## config.mk

```make
export PLATFORM = sky130hd
export DESIGN_NAME = fetch_prefetch_queue
export DESIGN_NICKNAME = d
export VERILOG_FILES = /design/src/rtl/fetch_pkg.sv /design/src/rtl/pq_fifo.sv /design/src/rtl/fetch_prefetch_queue.sv
export SDC_FILE = /design/constraint.sdc
export NUM_CORES = 1
export LEC_CHECK = 0
export ABC_AREA = 1
export CORE_MARGIN = 2
export CORE_UTILIZATION = 45
export CTS_BUF_LIST = sky130_fd_sc_hd__clkbuf_16
export CTS_CLUSTER_DIAMETER = 200
export DETAILED_ROUTE_END_ITERATION = 10
export PLACE_DENSITY = 0.75
export SKIP_LAST_GASP = 1
export SLEW_MARGIN = 15
export SYNTH_ARGS = -nofsm -noshare
export SYNTH_HDL_FRONTEND = slang
export SYNTH_SLANG_ARGS = --single-unit
```

## constraint.sdc

```tcl
create_clock -name clk -period 7.7 [get_ports clk]
set_input_delay 1.155 -clock clk [delete_from_list [all_inputs] [get_ports clk]]
set_output_delay 1.155 -clock clk [all_outputs]
set_load 0.01 [all_outputs]
```

## src/rtl/fetch_pkg.sv

```systemverilog
// Shared types for the instruction prefetch front end.
// Latency: n/a (types and constants only).
// Backpressure: n/a.
package fetch_pkg;

    typedef enum logic [1:0] {
        IDLE  = 2'd0,
        RUN   = 2'd1,
        DRAIN = 2'd2
    } fetch_state_e;

    localparam logic [31:0] NOP_INSTR = 32'h0000_0000;

    typedef struct packed {
        logic [31:0] instr;
        logic [31:0] pcplus4;
    } fetch_entry_t;

endpackage

```

## src/rtl/pq_fifo.sv

```systemverilog
// Prefetch FIFO of {instr, pc+4} plus an in-order PC tag ring, one tag per outstanding read.
// Latency: a push is visible at the head on the next cycle; clear empties it in one cycle.
// Backpressure: none internal; pushes while full are dropped, so the caller must hold credit.
module pq_fifo
    import fetch_pkg::*;
#(
    parameter int DEPTH = 4
) (
    input  logic                       clk,
    input  logic                       rst,
    input  logic                       clear,
    input  logic                       tagAlloc,
    input  logic [31:0]                tagAddr,
    input  logic                       tagRelease,
    input  logic                       push,
    input  logic [31:0]                pushInstr,
    input  logic                       pop,
    output fetch_entry_t               headEntry,
    output logic [$clog2(DEPTH+1)-1:0] count,
    output logic                       full,
    output logic                       empty
);
    localparam int PW = (DEPTH > 1) ? $clog2(DEPTH) : 1;
    localparam int CW = $clog2(DEPTH + 1);

    fetch_entry_t  entries [DEPTH];
    logic [31:0]   tags    [DEPTH];
    logic [PW-1:0] wrPtr;
    logic [PW-1:0] rdPtr;
    logic [PW-1:0] tagWrPtr;
    logic [PW-1:0] tagRdPtr;
    logic          doPush;
    logic          doPop;

    function automatic logic [PW-1:0] nextPtr(input logic [PW-1:0] p);
        return (p == PW'(DEPTH - 1)) ? '0 : p + 1'b1;
    endfunction

    assign full      = (count == CW'(DEPTH));
    assign empty     = (count == '0);
    assign doPush    = push && !full && !clear;
    assign doPop     = pop && !empty && !clear;
    assign headEntry = entries[rdPtr];

    // The tag ring survives clear: wrong-path reads still return and must retire their tags.
    always_ff @(posedge clk or negedge rst) begin
        if (!rst) begin
            wrPtr    <= '0;
            rdPtr    <= '0;
            count    <= '0;
            tagWrPtr <= '0;
            tagRdPtr <= '0;
        end else begin
            if (clear) begin
                wrPtr <= '0;
                rdPtr <= '0;
                count <= '0;
            end else begin
                if (doPush) wrPtr <= nextPtr(wrPtr);
                if (doPop)  rdPtr <= nextPtr(rdPtr);
                count <= count + CW'(doPush) - CW'(doPop);
            end
            if (tagAlloc)   tagWrPtr <= nextPtr(tagWrPtr);
            if (tagRelease) tagRdPtr <= nextPtr(tagRdPtr);
        end
    end

    always_ff @(posedge clk) begin
        if (doPush)   entries[wrPtr] <= '{instr: pushInstr, pcplus4: tags[tagRdPtr] + 32'd4};
        if (tagAlloc) tags[tagWrPtr] <= tagAddr;
    end

endmodule

```

## src/rtl/fetch_prefetch_queue.sv

```systemverilog
// Instruction prefetch queue feeding IF/ID; optional FETCH_MISALIGN_CHK_EN flags misaligned redirects.
// Latency: response visible at head next cycle; redirect clears head next cycle.
// Backpressure: stall holds the head; requests are credit-limited to DEPTH words in flight plus buffered.
module fetch_prefetch_queue
    import fetch_pkg::*;
#(
    parameter int          DEPTH    = 4,
    parameter logic [31:0] RESET_PC = 32'h0000_0000
) (
    input  logic        clk,
    input  logic        rst,
    output logic        imem_req_valid,
    output logic [31:0] imem_req_addr,
    input  logic        imem_req_ready,
    input  logic        imem_rsp_valid,
    input  logic [31:0] imem_rsp_data,
    input  logic        redirect,
    input  logic [31:0] redirect_pc,
    input  logic        stall,
    output logic [31:0] InstructionF,
    output logic [31:0] PCPlus4F,
    output logic        inst_valid,
    output logic        misalign_err
);
    localparam int CW = $clog2(DEPTH + 1);

    fetch_state_e state;
    logic [31:0]  pcQ;
    logic [CW-1:0] inflight;
    logic [CW-1:0] drop;
    logic [CW-1:0] count;
    logic [CW-1:0] dropOnRedirect;
    logic [31:0]  alignedTarget;
    logic         credit;
    logic         reqFire;
    logic         rspDrop;
    logic         pushEn;
    logic         popEn;
    logic         fifoFull;
    logic         fifoEmpty;
    fetch_entry_t headEntry;

    assign alignedTarget  = {redirect_pc[31:2], 2'b00};
    assign credit         = ({1'b0, inflight} + {1'b0, count}) < (CW+1)'(DEPTH);
    assign imem_req_valid = (state == RUN) && !redirect && credit;
    assign imem_req_addr  = pcQ;
    assign reqFire        = imem_req_valid && imem_req_ready;
    // A response landing in the redirect cycle is wrong-path too, so it leaves drop.
    assign dropOnRedirect = inflight - CW'(imem_rsp_valid);
    assign rspDrop        = redirect || (drop != '0);
    assign pushEn         = imem_rsp_valid && !rspDrop && !fifoFull;
    assign popEn          = inst_valid && !stall && !redirect;

    assign inst_valid   = !fifoEmpty;
    assign InstructionF = fifoEmpty ? NOP_INSTR : headEntry.instr;
    assign PCPlus4F     = fifoEmpty ? 32'h0 : headEntry.pcplus4;

    always_ff @(posedge clk or negedge rst) begin
        if (!rst) begin
            state    <= IDLE;
            pcQ      <= RESET_PC;
            inflight <= '0;
            drop     <= '0;
        end else begin
            inflight <= inflight + CW'(reqFire) - CW'(imem_rsp_valid);
            if (redirect) begin
                pcQ   <= alignedTarget;
                drop  <= dropOnRedirect;
                state <= (dropOnRedirect != '0) ? DRAIN : RUN;
            end else begin
                case (state)
                    IDLE:    state <= RUN;
                    RUN:     if (reqFire) pcQ <= pcQ + 32'd4;
                    DRAIN: begin
                        if (imem_rsp_valid) begin
                            drop <= drop - 1'b1;
                            if (drop == CW'(1)) state <= RUN;
                        end
                    end
                    default: state <= IDLE;
                endcase
            end
        end
    end

`ifdef FETCH_MISALIGN_CHK_EN
    always_ff @(posedge clk or negedge rst) begin
        if (!rst) begin
            misalign_err <= 1'b0;
        end else if (redirect && (redirect_pc[1:0] != 2'b00)) begin
            misalign_err <= 1'b1;
        end
    end
`else
    logic unusedLowBits;
    assign unusedLowBits = ^redirect_pc[1:0];
    assign misalign_err  = 1'b0;
`endif

    pq_fifo #(.DEPTH(DEPTH)) u_fifo (
        .clk        (clk),
        .rst        (rst),
        .clear      (redirect),
        .tagAlloc   (reqFire),
        .tagAddr    (pcQ),
        .tagRelease (imem_rsp_valid),
        .push       (pushEn),
        .pushInstr  (imem_rsp_data),
        .pop        (popEn),
        .headEntry  (headEntry),
        .count      (count),
        .full       (fifoFull),
        .empty      (fifoEmpty)
    );

    rspOverflow: assert property (@(posedge clk) disable iff (!rst)
        !(imem_rsp_valid && !rspDrop && fifoFull));

endmodule

```

==> results.toml, run 1 <==
[die]
die_y_um = 209
io_pins = 169
coreArea_mm2 = 0.0418
die_w_um = 209
start_util_pct = 45.3
dieArea_mm2 = 0.0437
num_rows = 75

[min_path]
min_path_type = "register to register"
hold_end = "inflight[0]"
min_from = "inflight[0]"
holdPathStages = 1

[cts]
cts_tree = "built"
cts_resized = 0
h-tree-depth = 2
cts.sinks = 417
cts_buffer_depth = 3
cts_hold_buf = 0
post_cts_buffers = 0
cts_made_buffers = 42
clk_pin_slew_ps = 60
root_buffer = "clkbuf_16"
clk_latency_ps = 550

[power_and_ir_drop]
peakVddDrop_mv = 0.158
p_leak_uw = 0.00845
power_uw = 7030
power_density_mw_per_mm2 = 315

[route]
wirelength_mm = 42.5
drtIter0Drc = 1079
ant_nets = 0
wl_met3_mm = 2.68
drc = 0
dr.max_layer_used = "met4"
wl_per_cell_um = 16.4
viasPerCell = 5.25
dr_total_vias = 13600
wl_met1_mm = 18.2
first_pass_iters = 6
wl_met2_mm = 20.6

[synthesis]
syn_area_mm2 = 0.0189
synth_simple_gate_area_share_pct = 20.6
avgSynthCellArea_um2 = 10.0
synth_xor_area_share_pct = 1.16
synth_mux_area_share_pct = 0
synthDistinctLibCells = 41
synth-compound-area-share_pct = 7.00
ys_warn_count = 0
syn_inst = 1890
synthAdderAreaFrac_pct = 1.73
synth_top_family_by_area = "simple AND/OR/NAND/NOR gates"
yosys_register_bits = 417
synth-seq-area-share_pct = 64.9

[timing]
timing.fmax_mhz = 222
rsz0062_at_grt = "no"
finalSetupTns_ps = 0
min_period_ps = 4500
worstMarginPinSlew_ps = 1130
finalHoldViolCount = 0
relSlewSlack_pct = 24.6
finClkSkew_ps = 23.5
finalCritPeriodShare_pct = 58.5
slew_viol_final = 0
setup_violations = 0

[finish]
area_growth_syn_to_layout_pct = 18.0
n_antenna_cell = 0
fin_area_mm2 = 0.0223
finalNonFillerCells = 2593
fillers = 3476
fin_util_pct = 53.4
final_cell_mix = "nand2_1, edfxtp_1, nor2_1"
mostFrequentLayoutCell = "nand2_1"
drive_gt1_share_pct = 5.89
nets = 2120

[global_routing]
antenna_found_initial = 0
grt_usage_pct = 19.4
grt-ovfl-total = 0
grt_first_pass_wirelength_mm = 67.7
grt_start_max_net_pins = 126
grt_pass1_vias = 13200

[worst_setup_path]
rr_startpoint = "u_fifo.tagRdPtr[0]"
critical_path_arrival_ps = 3350
cp-end-kind = "primary output"
cp_data_required_time_ps = 6550
rrSetupSlack_ps = 4360
startpoint_type = "register"
worstRegToRegCells = 13
r2r-end = "u_fifo.entries[1][28]"
crit_path_max_fanout = 125
worst-setup-path-type = "register to primary output"

[placed_design]
dp.cells = 2520
place.gp.congestion = 0.892
place_area_mm2 = 0.0210
port_buffers = 161
dp_hpwl_mm = 26.7

[run_status]
outcome = "finished clean"

[job]
drv_cap = 0
[where the power goes]
| part | switching, uW | internal [uW] | total (uW) | leakage (uW) |
|---|---|---|---|---|
| sequential | 128 | 2710 | 2840 | 0.00391 |
| clock | 820 | 1180 | 2000 | 0.000691 |
| combinational | 1430 | 761 | 2190 | 0.00385 |
| total | 2380 | 4650 | 7030 | 0.00845 |
[worst max-delay path by stage]
stage,endpoint,cells past startpoint,start,slack (ps)
finish,PCPlus4F[11],5,u_fifo.rdPtr[0],3200
floorplan,u_fifo.entries[0][10],5,imem_rsp_valid,2750
global placement,u_fifo.entries[0][57],8,redirect,2970
global route,PCPlus4F[25],5,u_fifo.rdPtr[0],3010
detailed placement,u_fifo.entries[0][62],8,redirect,2890
CTS,PCPlus4F[2],6,u_fifo.rdPtr[0],3180
[area by class of cell]
type	count	area [um^2]	area share, %
tap	539	674	3.02
multi-input combinational	1275	5850	26.2
clock buffer	43	1080	4.82
inverter	112	422	1.89
clock inverter	30	285	1.28
timing repair buffer	177	1730	7.74
sequential	417	12300	55.0
[cells by family (layout without fill, tap and decap cells)]
| group | after synthesis | count (layout) |
|---|---|---|
| compound gates | 256 | 256 |
| xor+xnor | 25 | 25 |
| fa+ha+maj | 25 | 25 |
| buf+inv | 202 | 362 |
| flops | 417 | 417 |
| other cells | 1 | 5 |
| simple gates | 964 | 964 |
[state kept, by name, indices dropped and copies added, names as in the netlist]
name / count
drop: 3
imem_req_addr: 30
inflight: 3
state: 2
u_fifo.count: 3
u_fifo.entries: 248
u_fifo.rdPtr: 2
u_fifo.tagRdPtr: 2
u_fifo.tagWrPtr: 2
u_fifo.tags: 120
u_fifo.wrPtr: 2
[synth_stat cells]
cell / count / area [um^2]
nand2_1: 461 / 1730
edfxtp_1: 368 / 11100
nor2_1: 346 / 1300
o21ai_0: 162 / 811
inv_1: 105 / 394
nand3_1: 103 / 515
a21oi_1: 70 / 350
dfrtp_1: 49 / 1230
clkbuf_1: 41 / 154
ha_1: 23 / 288
buf_2: 20 / 100
xor2_1: 18 / 158
nand4_1: 16 / 100
buf_4: 13 / 97.6
buf_1: 12 / 45.0
nand2_2: 10 / 62.6
nor3_1: 10 / 50.1
o211ai_1: 9 / 67.6
nor2_2: 8 / 50.1
xnor2_1: 7 / 61.3
inv_2: 6 / 22.5
o21ai_1: 6 / 30.0
buf_6: 4 / 45.0
a31oi_1: 3 / 18.8
nor2_4: 3 / 33.8
fa_1: 2 / 40.0
a211oi_1: 1 / 7.51
a22oi_1: 1 / 7.51
a32oi_1: 1 / 8.76
a41oi_1: 1 / 8.76
and2_1: 1 / 6.26
and3_1: 1 / 6.26
clkinv_2: 1 / 5.00
conb_1: 1 / 3.75
nand2_4: 1 / 11.3
nand3_2: 1 / 10.0
nand3b_1: 1 / 7.51
nor3_2: 1 / 10.0
o21bai_1: 1 / 7.51
o22ai_1: 1 / 6.26
or2_2: 1 / 6.26
[metrics by stage]
step	worst slack [ps]	hold WS (ps)
floorplan	2750	478
global route	3010	554
finish	3200	508
detailed placement	2890	497
CTS	3180	511
global placement	2970	490
[critical path, stage by stage (launching register included)]
cell	delay [ps]
dfrtp_4	650
inv_2	90
buf_4	800
o21ai_0	220
a21oi_1	320
clkdlybuf4s50_1	600
[per-layer routing]
| layer | vias up | track usage, % |
|---|---|---|
| met5 | - | 0 |
| met3 | 78 | 2.61 |
| met4 | 0 | 5.89 |
| li1 | 6626 | - |
| met1 | 6410 | 25.8 |
| met2 | 509 | 33.5 |
Note: power is estimated with default switching activity, not from simulation.
==> run 2, diff against run 1 <==
Settings changed: PLACE_DENSITY 0.75 to 0.77.
Clock period 7.7 ns to 3.8 ns, I/O delays scaled along.
==> run 2 against run 1 <==
Compared with the run above: sequential share of layout area shrank 0.29 points; critical path depth stayed put; non-clock buffer count grew 14; wire length up 1.5%; clock skew rose by 2.3 ps; sequential power rose by 100%; setup slack got worse by 2900 ps; power increased by 100%; via count fell by 0.46%.
==> results.toml, run 2 (synthesis results as in run 1) <==
[run_status]
outcome = "finished clean"

[worst_setup_path]
crit_path_max_fanout = 42
cpMaxStageDelayCell = "dfrtp_4"
cp-end-kind = "primary output"
rr_startpoint = "u_fifo.tagRdPtr[1]"
slowest_delay_ps = 680
crit_family = "buffers and inverters"
crit_buf_inv = 3
critical_path_arrival_ps = 2960
worst-setup-path-type = "register to primary output"
startpoint_type = "register"
cp_cell_sequence = "inv_2 > buf_4 > o21ai_0 > a21oi_1 > clkdlybuf4s50_1"
cp_data_required_time_ps = 3230
crit_path_start = "u_fifo.rdPtr[0]"

[placed_design]
place.gp.congestion = 0.824
place_area_mm2 = 0.0211
dp.cells = 2534
dp_hpwl_mm = 27.4
place_ws_ps = 719
port_buffers = 161

[power_and_ir_drop]
peakVddDrop_mv = 0.305
intPower_uw = 9300
pwr-share-clk_pct = 27.2
p_leak_uw = 0.00855
power_density_mw_per_mm2 = 630
pwr-share-seq_pct = 41.0
power_uw = 14100
netSwitchingPower_uw = 4830
power_frac_comb_pct = 31.9
switching_share_pct = 34.2

[cts]
clk_latency_ps = 560
clk_pin_slew_ps = 60
cts_tree = "built"
post_cts_buffers = 0
cts_made_buffers = 43
cts_buffer_depth = 3
h-tree-depth = 2
root_buffer = "clkbuf_16"
cts_resized = 0
cts_hold_buf = 0
cts.sinks = 417

[die]
die_y_um = 209
dieArea_mm2 = 0.0437
die_w_um = 209
coreArea_mm2 = 0.0418
io_pins = 169
start_util_pct = 45.3
num_rows = 75

[finish]
drive_gt1_share_pct = 6.08
n_antenna_cell = 0
fillers = 3481
nets = 2135
area_growth_syn_to_layout_pct = 18.6
finalNonFillerCells = 2611
final_cell_mix = "nand2_1, edfxtp_1, nor2_1"
mostFrequentLayoutCell = "nand2_1"
fin_area_mm2 = 0.0224
largest_reg_flops = 248
regMostFlops = "u_fifo.entries"

[global_routing]
grt-ovfl-total = 0
grt_first_pass_wirelength_mm = 68.2
grt_pass1_vias = 13300
antenna_found_initial = 0
grt_start_max_net_pins = 87
grt_usage_pct = 19.7

[route]
drc = 0
first_pass_iters = 8
drtIter0Drc = 1063
viasPerCell = 5.19
wl_per_cell_um = 16.5
ant_nets = 0
dr_total_vias = 13600
wirelength_mm = 43.2

[timing]
rsz0062_at_grt = "no"
min_period_ps = 3530
finalCritPeriodShare_pct = 93.0
slew_viol_final = 0
finClkSkew_ps = 25.8
worstMarginPinSlew_ps = 892
timing.fmax_mhz = 283
fin_ws_ps = 265
finalHoldViolCount = 0
relSlewSlack_pct = 40.5
setup_violations = 0

[min_path]
min_path_type = "input port to asynchronous set/reset pin"

[job]
drv_cap = 0
## run 2: area by class of cell
class	count	area (um^2)	area share, %
clock inverters	34	218	0.970
inverters	112	422	1.88
well taps	539	674	3.01
flip-flops and latches	417	12300	54.7
repair buffers	191	1930	8.61
multi-input cells	1275	5830	26.0
clock buffers	43	1080	4.80
## run 2: final timing paths
check                                        end  slack, ps  cells after the start
min                              u_fifo.rdPtr[0]        150                      1
min reg2reg                          inflight[0]        510                      1
max                                 PCPlus4F[11]        270                      5
max in group asynchronous     u_fifo.tagRdPtr[0]       2880                      2
max reg2reg                u_fifo.entries[0][28]       1060                     11
min in group clk                     inflight[0]        510                      1
## run 2: through the flow
| stage | setup TNS [ps] | hold WS (ps) | util (%) |
|---|---|---|---|
| 2_1_floorplan | -139930 | 274 | - |
| 3_5_place_dp | 0 | 500 | 50.6 |
| 3_3_place_gp | 0 | 491 | 50.6 |
| 4_1_cts | 0 | 149 | 53.7 |
| 5_1_grt | 0 | 197 | 53.7 |
| 6_report | 0 | 152 | 53.7 |
## run 2: per-layer routing
metal / vias to the layer above / global-route usage [%] / routed length (um)
met2: 439 / 34.1 / 20800
met4: 0 / 5.07 / 865
met3: 60 / 2.89 / 2600
met5: - / 0 / 0
li1: 6647 / - / -
met1: 6415 / 26.3 / 18900
## run 2: power by group through the flow
stage                     sequential (uW)  clock [uW]  combinational (uW)
final                                5790        3840                4500
after global routing                 5830        4080                5030
after CTS                            5790        3900                4520
after detailed placement             5880           0                4490
after global placement               5860           0                4370
after floorplan                      5750           0                2860
